==> src/rtl/e_multi_pkg.sv <==
// Shared types and helpers for the round-robin feed arbiter.
package e_multi_pkg;

  // Two-state grant FSM: waiting for a request, or holding a lane for a packet.
  typedef enum logic {
    IDLE = 1'b0,
    LOCK = 1'b1
  } e_multi_rr_state_t;

  // Upper bound on lanes the one-hot helper can decode.
  localparam int MAX_RADIX = 32;
  localparam int MAX_IDX_W = 5;

  // Pointer width for a given lane count; never narrower than one bit.
  function automatic int ptr_width(input int radix);
    return (radix <= 2) ? 1 : $clog2(radix);
  endfunction

  // One-hot to binary index; OR-reduction is exact for a one-hot input.
  function automatic logic [MAX_IDX_W-1:0] onehot_to_idx(input logic [MAX_RADIX-1:0] oh);
    logic [MAX_IDX_W-1:0] idx;
    idx = '0;
    for (int i = 0; i < MAX_RADIX; i++) begin
      if (oh[i]) idx = idx | MAX_IDX_W'(i);
    end
    return idx;
  endfunction

endpackage

==> src/rtl/e_multi_rr_pick.sv <==
// Combinational rotating-priority picker: first set request at or above ptr,
// wrapping from the top lane back to lane 0.
module e_multi_rr_pick #(
  parameter int RADIX_N = 4,
  parameter int PTR_W   = 2
) (
  input  logic [RADIX_N-1:0] req,
  input  logic [PTR_W-1:0]   ptr,
  output logic [RADIX_N-1:0] gnt,
  output logic               any
);

  logic [2*RADIX_N-1:0] req_dbl;
  logic [2*RADIX_N-1:0] rot_dbl;
  logic [RADIX_N-1:0]   req_rot;
  logic [RADIX_N-1:0]   first_rot;
  logic [2*RADIX_N-1:0] gnt_dbl;
  logic                 found;

  // Rotate requests so ptr lands on bit 0, take the lowest set bit, rotate back.
  always_comb begin
    // NOTE: every signal gets a default before any conditional write, so no
    // path leaves a value unassigned and no latch is inferred.
    first_rot = '0;
    found     = 1'b0;
    req_dbl   = {req, req};
    rot_dbl   = req_dbl >> ptr;
    req_rot   = rot_dbl[RADIX_N-1:0];
    for (int i = 0; i < RADIX_N; i++) begin
      if (req_rot[i] && !found) begin
        first_rot[i] = 1'b1;
        found        = 1'b1;
      end
    end
    gnt_dbl = {first_rot, first_rot} << ptr;
    gnt     = gnt_dbl[2*RADIX_N-1:RADIX_N];
  end

  assign any = |req;

endmodule

==> src/rtl/e_multi_rr_feed.sv <==
// Round-robin request arbiter with grant lock: holds a one-hot lane select for
// a whole packet and re-arbitrates back-to-back on the last accepted beat.
// Supports 2..MAX_RADIX lanes.
module e_multi_rr_feed
  import e_multi_pkg::*;
#(
  parameter int RADIX_N = 4,
  parameter int CNT_W   = 8
) (
  input  logic               clk,
  input  logic               arst_n,
  input  logic [RADIX_N-1:0] req_i,
  input  logic [RADIX_N-1:0] last_i,
  input  logic               ack_i,
  output logic               vld_o,
  output logic [RADIX_N-1:0] sel_o,
  output logic               prior_o,
  output logic [CNT_W-1:0]   beat_cnt_o
);

  localparam int PTR_W = ptr_width(RADIX_N);

  e_multi_rr_state_t  state_q;
  logic [RADIX_N-1:0] sel_q;
  logic [PTR_W-1:0]   ptr_q;
  logic [CNT_W-1:0]   beat_cnt_q;

  logic               accept;
  logic               release_beat;
  logic [PTR_W-1:0]   gnt_idx;
  logic [PTR_W-1:0]   rel_ptr;
  logic [CNT_W-1:0]   beat_cnt_inc;
  logic [RADIX_N-1:0] pick_req;
  logic [PTR_W-1:0]   pick_ptr;
  logic [RADIX_N-1:0] pick_gnt;
  logic               pick_any;

  assign accept       = (state_q == LOCK) && ack_i;
  assign release_beat = accept && |(last_i & sel_q);

  // Release pointer, saturating count and the shared picker's inputs; on
  // release the departing lane is masked and the scan starts just past it.
  always_comb begin
    gnt_idx      = PTR_W'(onehot_to_idx(MAX_RADIX'(sel_q)));
    rel_ptr      = (gnt_idx == PTR_W'(RADIX_N - 1)) ? '0 : gnt_idx + 1'b1;
    beat_cnt_inc = (beat_cnt_q == '1) ? beat_cnt_q : beat_cnt_q + 1'b1;
    pick_req     = release_beat ? (req_i & ~sel_q) : req_i;
    pick_ptr     = release_beat ? rel_ptr : ptr_q;
  end

  e_multi_rr_pick #(
    .RADIX_N (RADIX_N),
    .PTR_W   (PTR_W)
  ) u_pick (
    .req (pick_req),
    .ptr (pick_ptr),
    .gnt (pick_gnt),
    .any (pick_any)
  );

  // Grant FSM with lane select, round-robin pointer and beat counter.
  always_ff @(posedge clk or negedge arst_n) begin
    if (!arst_n) begin
      state_q    <= IDLE;
      sel_q      <= '0;
      ptr_q      <= '0;
      beat_cnt_q <= '0;
    end else begin
      // NOTE: non-blocking assignments so every register here updates from
      // the pre-edge values, independent of statement order.
      case (state_q)
        IDLE: begin
          if (pick_any) begin
            state_q    <= LOCK;
            sel_q      <= pick_gnt;
            beat_cnt_q <= '0;
          end
        end
        LOCK: begin
          if (release_beat) begin
            ptr_q      <= rel_ptr;
            beat_cnt_q <= '0;
            if (pick_any) begin
              sel_q <= pick_gnt;
            end else begin
              state_q <= IDLE;
              sel_q   <= '0;
            end
          end else if (accept) begin
            beat_cnt_q <= beat_cnt_inc;
          end
        end
        default: begin
          state_q <= IDLE;
          sel_q   <= '0;
        end
      endcase
    end
  end

  assign vld_o      = (state_q == LOCK);
  assign sel_o      = vld_o ? sel_q : '0;
  assign prior_o    = vld_o && (beat_cnt_q != '0);
  assign beat_cnt_o = beat_cnt_q;

endmodule

==> config.mk <==
export PLATFORM = sky130hd
export DESIGN_NAME = e_multi_rr_feed
export DESIGN_NICKNAME = d
export VERILOG_FILES = /design/src/rtl/e_multi_pkg.sv /design/src/rtl/e_multi_rr_pick.sv /design/src/rtl/e_multi_rr_feed.sv
export SDC_FILE = /design/constraint.sdc
export NUM_CORES = 1
export LEC_CHECK = 0
export CAP_MARGIN = 20
export CORE_ASPECT_RATIO = 1.75
export CORE_UTILIZATION = 53
export CTS_BUF_LIST = sky130_fd_sc_hd__clkbuf_4
export DETAILED_ROUTE_END_ITERATION = 8
export GPL_TIMING_DRIVEN = 0
export PLACE_DENSITY = 0.82
export SLEW_MARGIN = 10
export SYNTH_ARGS = -nofsm -noshare
export SYNTH_HDL_FRONTEND = slang
export SYNTH_SLANG_ARGS = --single-unit
==> constraint.sdc <==
create_clock -name clk -period 2.3 [get_ports clk]
set_input_delay 0.46 -clock clk [delete_from_list [all_inputs] [get_ports clk]]
set_output_delay 0.46 -clock clk [all_outputs]
set_load 0.05 [all_outputs]
* Yosys cells after proc, flatten, opt, wreduce, memory -nomap -nowiden
Index checks and enable logic that the tools add are counted.
** Storage, ports and cells
- Bits in registers :: 15
- Input bits :: 11
- Word-level logic and storage cells :: 57
- Output and inout bits :: 14
** Operators by class
- Mux-type cells :: 25
- $add $sub $neg :: 2
- Bitwise operators :: 4
- Shift operators :: 2
- Reduce and logical (&&, ||, !) cells :: 14
- Equality and inequality tests :: 6
** Operator list (number)
- two-way mux 8 bit :: 4
- two-way mux 4 bit :: 5
- one-hot mux 8 bit (2 select lines) :: 1
- two-way mux 1 bit :: 9
- adder 8 x 1 -> 8 bit (second input constant) :: 1
- bitwise AND 4 bit :: 2
- == test 8 bit (second input constant) :: 1
- two-way mux 2 bit :: 4
- one-hot mux 4 bit (2 select lines) :: 1
- nonzero test 8 bit :: 1
- OR reduction 4 bit :: 2
- << shifter 8 x 2 -> 8 bit :: 1
- right shift 8 x 2 -> 4 bit :: 1
- logical AND 1 bit :: 6
- inverter 4 bit :: 1
- zero test 1 bit :: 3
- inequality test 3 x 1 -> 1 bit (second input constant) :: 1
- inequality test 3 bit (second input constant) :: 1
- AND reduction 3 bit :: 1
- adder 2 x 1 -> 2 bit (second input constant) :: 1
- == test 2 bit (second input constant) :: 1
- inequality test 2 x 1 -> 1 bit (second input constant) :: 1
- inequality test 2 bit (second input constant) :: 1
- one-hot mux 1 bit (2 select lines) :: 1
- other kinds (2) :: 2

* Longest topological paths before layout
- Depth after elaboration :: 21
- Depth in mapped cells :: 6
- Mapped depth without buffers :: 6

* Cells and area by module
Synthesis repeated with hierarchy kept, for this count alone.
** Second synthesis, totals
- Cells, all modules :: 137
- Area total of the unflattened synthesis :: 1167.4 µm²
** Modules (own cells, without submodules)
- e_multi_rr_feed :: area each 1057.3 µm², cells each 117, instances 1, seq. area each 375.4 µm²
- e_multi_rr_pick :: area each 110.1 µm², cells each 20, instances 1, seq. area each 0.0 µm²

* Worst setup path after synthesis
OpenSTA, ideal clock, no wires.
- Path kind :: register -> output
- Start :: reg beat_cnt_q[0], in the netlist beat_cnt_o[0]
- End :: out prior_o
- Required time :: 1840 ps
- Setup slack :: -54 ps
- Path buffers :: 0
- Stages on the path, launching flop included :: 5
- Arrival :: 1894 ps
- Cell sequence :: dfrtp_1 > inv_1 > ha_1 > nor4b_1 > a21oi_1
** Between the ends
- Cells in the longest elaborated chain, start to end :: 2
** RTL lines
- start: declaration :: line e_multi_rr_feed.sv:26 : logic [CNT_W-1:0] beat_cnt_q;
- start signal: assignment :: line e_multi_rr_feed.sv:90 : beat_cnt_q <= beat_cnt_inc;
- nonzero test 8 bit :: line e_multi_rr_feed.sv:103 : assign prior_o = vld_o && (beat_cnt_q != '0);
- logical AND 1 bit :: line e_multi_rr_feed.sv:103
- end: declaration :: line e_multi_rr_feed.sv:17 : output logic prior_o,
No other way between the ends.

* Worst setup path after layout
- Start :: reg state_q, in the netlist vld_o
- End :: out sel_o[0]
** Between the ends
- Cells in the longest elaborated chain, start to end :: 1
** RTL lines
- start: declaration :: line e_multi_rr_feed.sv:23 : e_multi_rr_state_t state_q;
- start signal: assignment :: line e_multi_rr_feed.sv:64 : state_q <= IDLE;
- start signal: assignment :: line e_multi_rr_feed.sv:74 : state_q <= LOCK;
- start signal: assignment :: line e_multi_rr_feed.sv:86 : state_q <= IDLE;
- two-way mux 4 bit :: line e_multi_rr_feed.sv:102 : assign sel_o = vld_o ? sel_q : '0;
- end: declaration :: line e_multi_rr_feed.sv:16 : output logic [RADIX_N-1:0] sel_o,
No other way between the ends.

==> impl_metrics.csv <==
group,metric,value,unit
route,wirelength,3160,um
clocking,cts_tree,"yes",
sta,post-route-period-util,97.6,%
finish,stdcell_area,1510,sq um
outcome,outcome,"finished clean",
setup_path,crit_family,"buffers and inverters",
grt,grt_max_degree,16,
grt,antenna_found_initial,0,
placed_design,numPortBuffers,24,
setup_path,crit_arrival,1.78,ns
setup_path,path_buf_inv,2,
sta,max_freq,0.446,GHz
logic_synthesis,yosysWarnings,0,
finish,drive_gt1_share,13.9,%
floorplan,core-area,2120,sq um
setup_path,end_kind,"output port",
logic_synthesis,synth_flop_cell,"dfrtp_1",
logic_synthesis,syn_area_per_cell,8.75,sq um
setup_path,cpPeakStageDelay,0.80,ns
route,firstDrtPassIters,4,
logic_synthesis,synth_area_leaders,"dfrtp_1 (31%), nand2_1 (5.0%), o21ai_0 (4.1%)",
finish,fin_cells,190,
logic_synthesis,synth-edff-count,0,
clocking,clockBufferDepth,2,
sta,worst_slew_pin_slew,0.692,ns
grt,grt_use_total,28.9,%
finish,final_nets,180,
route,vias,1207,
job,drv_cap,0,
clocking,cts_hold_buf,0,
route,drc,0,
logic_synthesis,syn-num-nets,151,
setup_path,path_max_fanout,9,
pwr,p_leak,0.679,nW
logic_synthesis,yosysUniqueCellTypes,51,
floorplan,initial_core_util,57.0,%
placed_design,dp_cells,186,
floorplan,die_area,2480,sq um
sta,slew_headroom,53.7,%
hold_path,hp-class,"in2async",
logic_synthesis,synth_area,1210,sq um
route,drtIter0Drc,49,
route,ant_nets,0,
clocking,cts_setup_buffers,0,
sta,min_period,2.24,ns
grt,grt-ovfl-total,0,
clocking,cts_sinks,15,
placed_design,hpwl,2490,um
sta,grt_setup_unrepaired,"yes",
setup_path,worstSetupPathType,"reg2out",
clocking,clk_pin_slew_worst_paths,0.10,ns
placed_design,placed_cell_area,1480,sq um
logic_synthesis,async_reset_ff_share,100,%
floorplan,die_width,38.1,um
floorplan,io_pins,25,
logic_synthesis,synth-seq-cells,15,
sta,drv_slew,0,
clocking,cts_resized,2,
finish,diodes,0,
floorplan,core.rowCount,22,
finish,final_util,71.4,%
sta,hold_viol_final,0,
logic_synthesis,synth_seq_area_share,31.1,%
grt,first_global_vias,1142,
placed_design,place_congestion,0.904,
sta,finalClockSkew,0.00566,ns
route,wl_per_cell,16.6,um
logic_synthesis,syn-instance-count,138,
setup_path,crit_slowest_cell,"clkdlybuf4s50_1",
route,vias_per_cell,6.35,
floorplan,chipHeight,65.1,um
clocking,cts_root_buf,"clkbuf_4",
sta,setup_viol,0,
logic_synthesis,yosysTopAreaCell,"dfrtp_1",
clocking,cts_buffers,3,
clocking,htreeDepth,1,
pwr,vdd_ir_drop_max,0.000398,V
setup_path,path_cells,"clkbuf_2 > and2_1 > clkdlybuf4s50_1",
logic_synthesis,synth_top_area_share,31.1,%
setup_path,cp.required,1.84,ns
pwr,total_power,0.00102,W
finish,area_delta_synth_final,25.3,%
clocking,insertion_delay,0.29,ns
setup_path,cp-start-kind,"flop",
pwr,powerDensity,672,nW/um^2
grt,grt_pass1_wl,5140,um
-- metrics by stage --
stage	hold WS (ns)	setup TNS, ns	worst slack, ns
after floorplan	0.164	0	0.187
after global placement	0.571	-1.17	-0.202
after detailed placement	0.592	-1.29	-0.230
after CTS	0.605	0	0.0398
after global routing	0.627	-0.0305	-0.0177
final	0.574	0	0.0557
-- cells in the mapped netlist (all sizes together), types with 5 or more instances --
library cell / count
dfrtp: 15
inv: 8
nor2: 10
nand2: 16
nor3: 6
o21ai: 13
a21oi: 5
and2: 7
-- metal layers --
| metal | GRT usage [%] | vias to the layer above | wire [um] |
|---|---|---|---|
| met4 | 7.59 | 0 | 55 |
| met2 | 55.7 | 43 | 1810 |
| met3 | 4.05 | 5 | 103 |
| li1 | - | 577 | - |
| met1 | 30.0 | 582 | 1190 |
| met5 | 0 | - | 0 |
-- area by class of cell --
type	instances	area [sq um]
plain buffers	5	38.8
fillers	195	607
flip-flops and latches	15	375
clock buffers	3	22.5
clock inverters	1	5.00
repair buffers	24	236
well taps	24	30.0
multi-input cells	110	774
inverters	8	30.0
-- cell families (layout without fill, tap and decap cells) --
group                    after synthesis  in the layout  synth area share (%)
buffers and inverters                 13             41                  5.70
adder cells (fa/ha/maj)                2              2                  2.07
AO/OA/AOI/OAI                         51             51                  35.6
AND/OR/NAND/NOR                       52             52                  21.5
multiplexers                           2              2                  1.87
flip-flops                            15             15                  31.1
XOR/XNOR                               3              3                  2.18
-- final timing paths --
check	to	depth (start not counted)	from	slack, ns
worst min register to register	beat_cnt_o[1]	2	beat_cnt_o[1]	0.60
max in group asynchronous	ptr_q[1]	1	arst_n	1.28
worst min-delay path	beat_cnt_o[7]	1	arst_n	0.57
worst max register to register	sel_q[0]	6	sel_q[3]	0.19
worst max-delay path	sel_o[0]	3	vld_o	0.06
min in group clk	beat_cnt_o[1]	2	beat_cnt_o[1]	0.60
-- state kept, by name, summed over array words and instances (netlist names) --
| name | cells |
|---|---|
| beat_cnt_o | 8 |
| sel_q | 4 |
| ptr_q | 2 |
| vld_o | 1 |
-- report_power, final --
group | switching, W | internal, W
Sequential | 0.0000684 | 0.000310
Combinational | 0.000304 | 0.000178
Clock | 0.0000914 | 0.0000648
Total | 0.000464 | 0.000553
-- cell usage in the layout, fill, tap and decap left out, types with 2 or more instances in the layout --
master / instances
clkbuf_4: 3
inv_1: 8
a32o_1: 3
o21ai_0: 10
clkdlybuf4s50_1: 21
and3_1: 3
nand3_1: 3
o211ai_1: 3
and2_1: 6
nor2_1: 10
nor3_1: 6
xnor2_1: 3
o2bb2ai_1: 2
o21ai_2: 2
dfrtp_1: 15
nand2_1: 16
buf_6: 2
a21oi_1: 3
o2bb2a_1: 3
ha_1: 2
clkbuf_2: 2
a21oi_2: 2
a22oi_2: 2
o21bai_1: 2
Power figures use the tool's default switching activity.
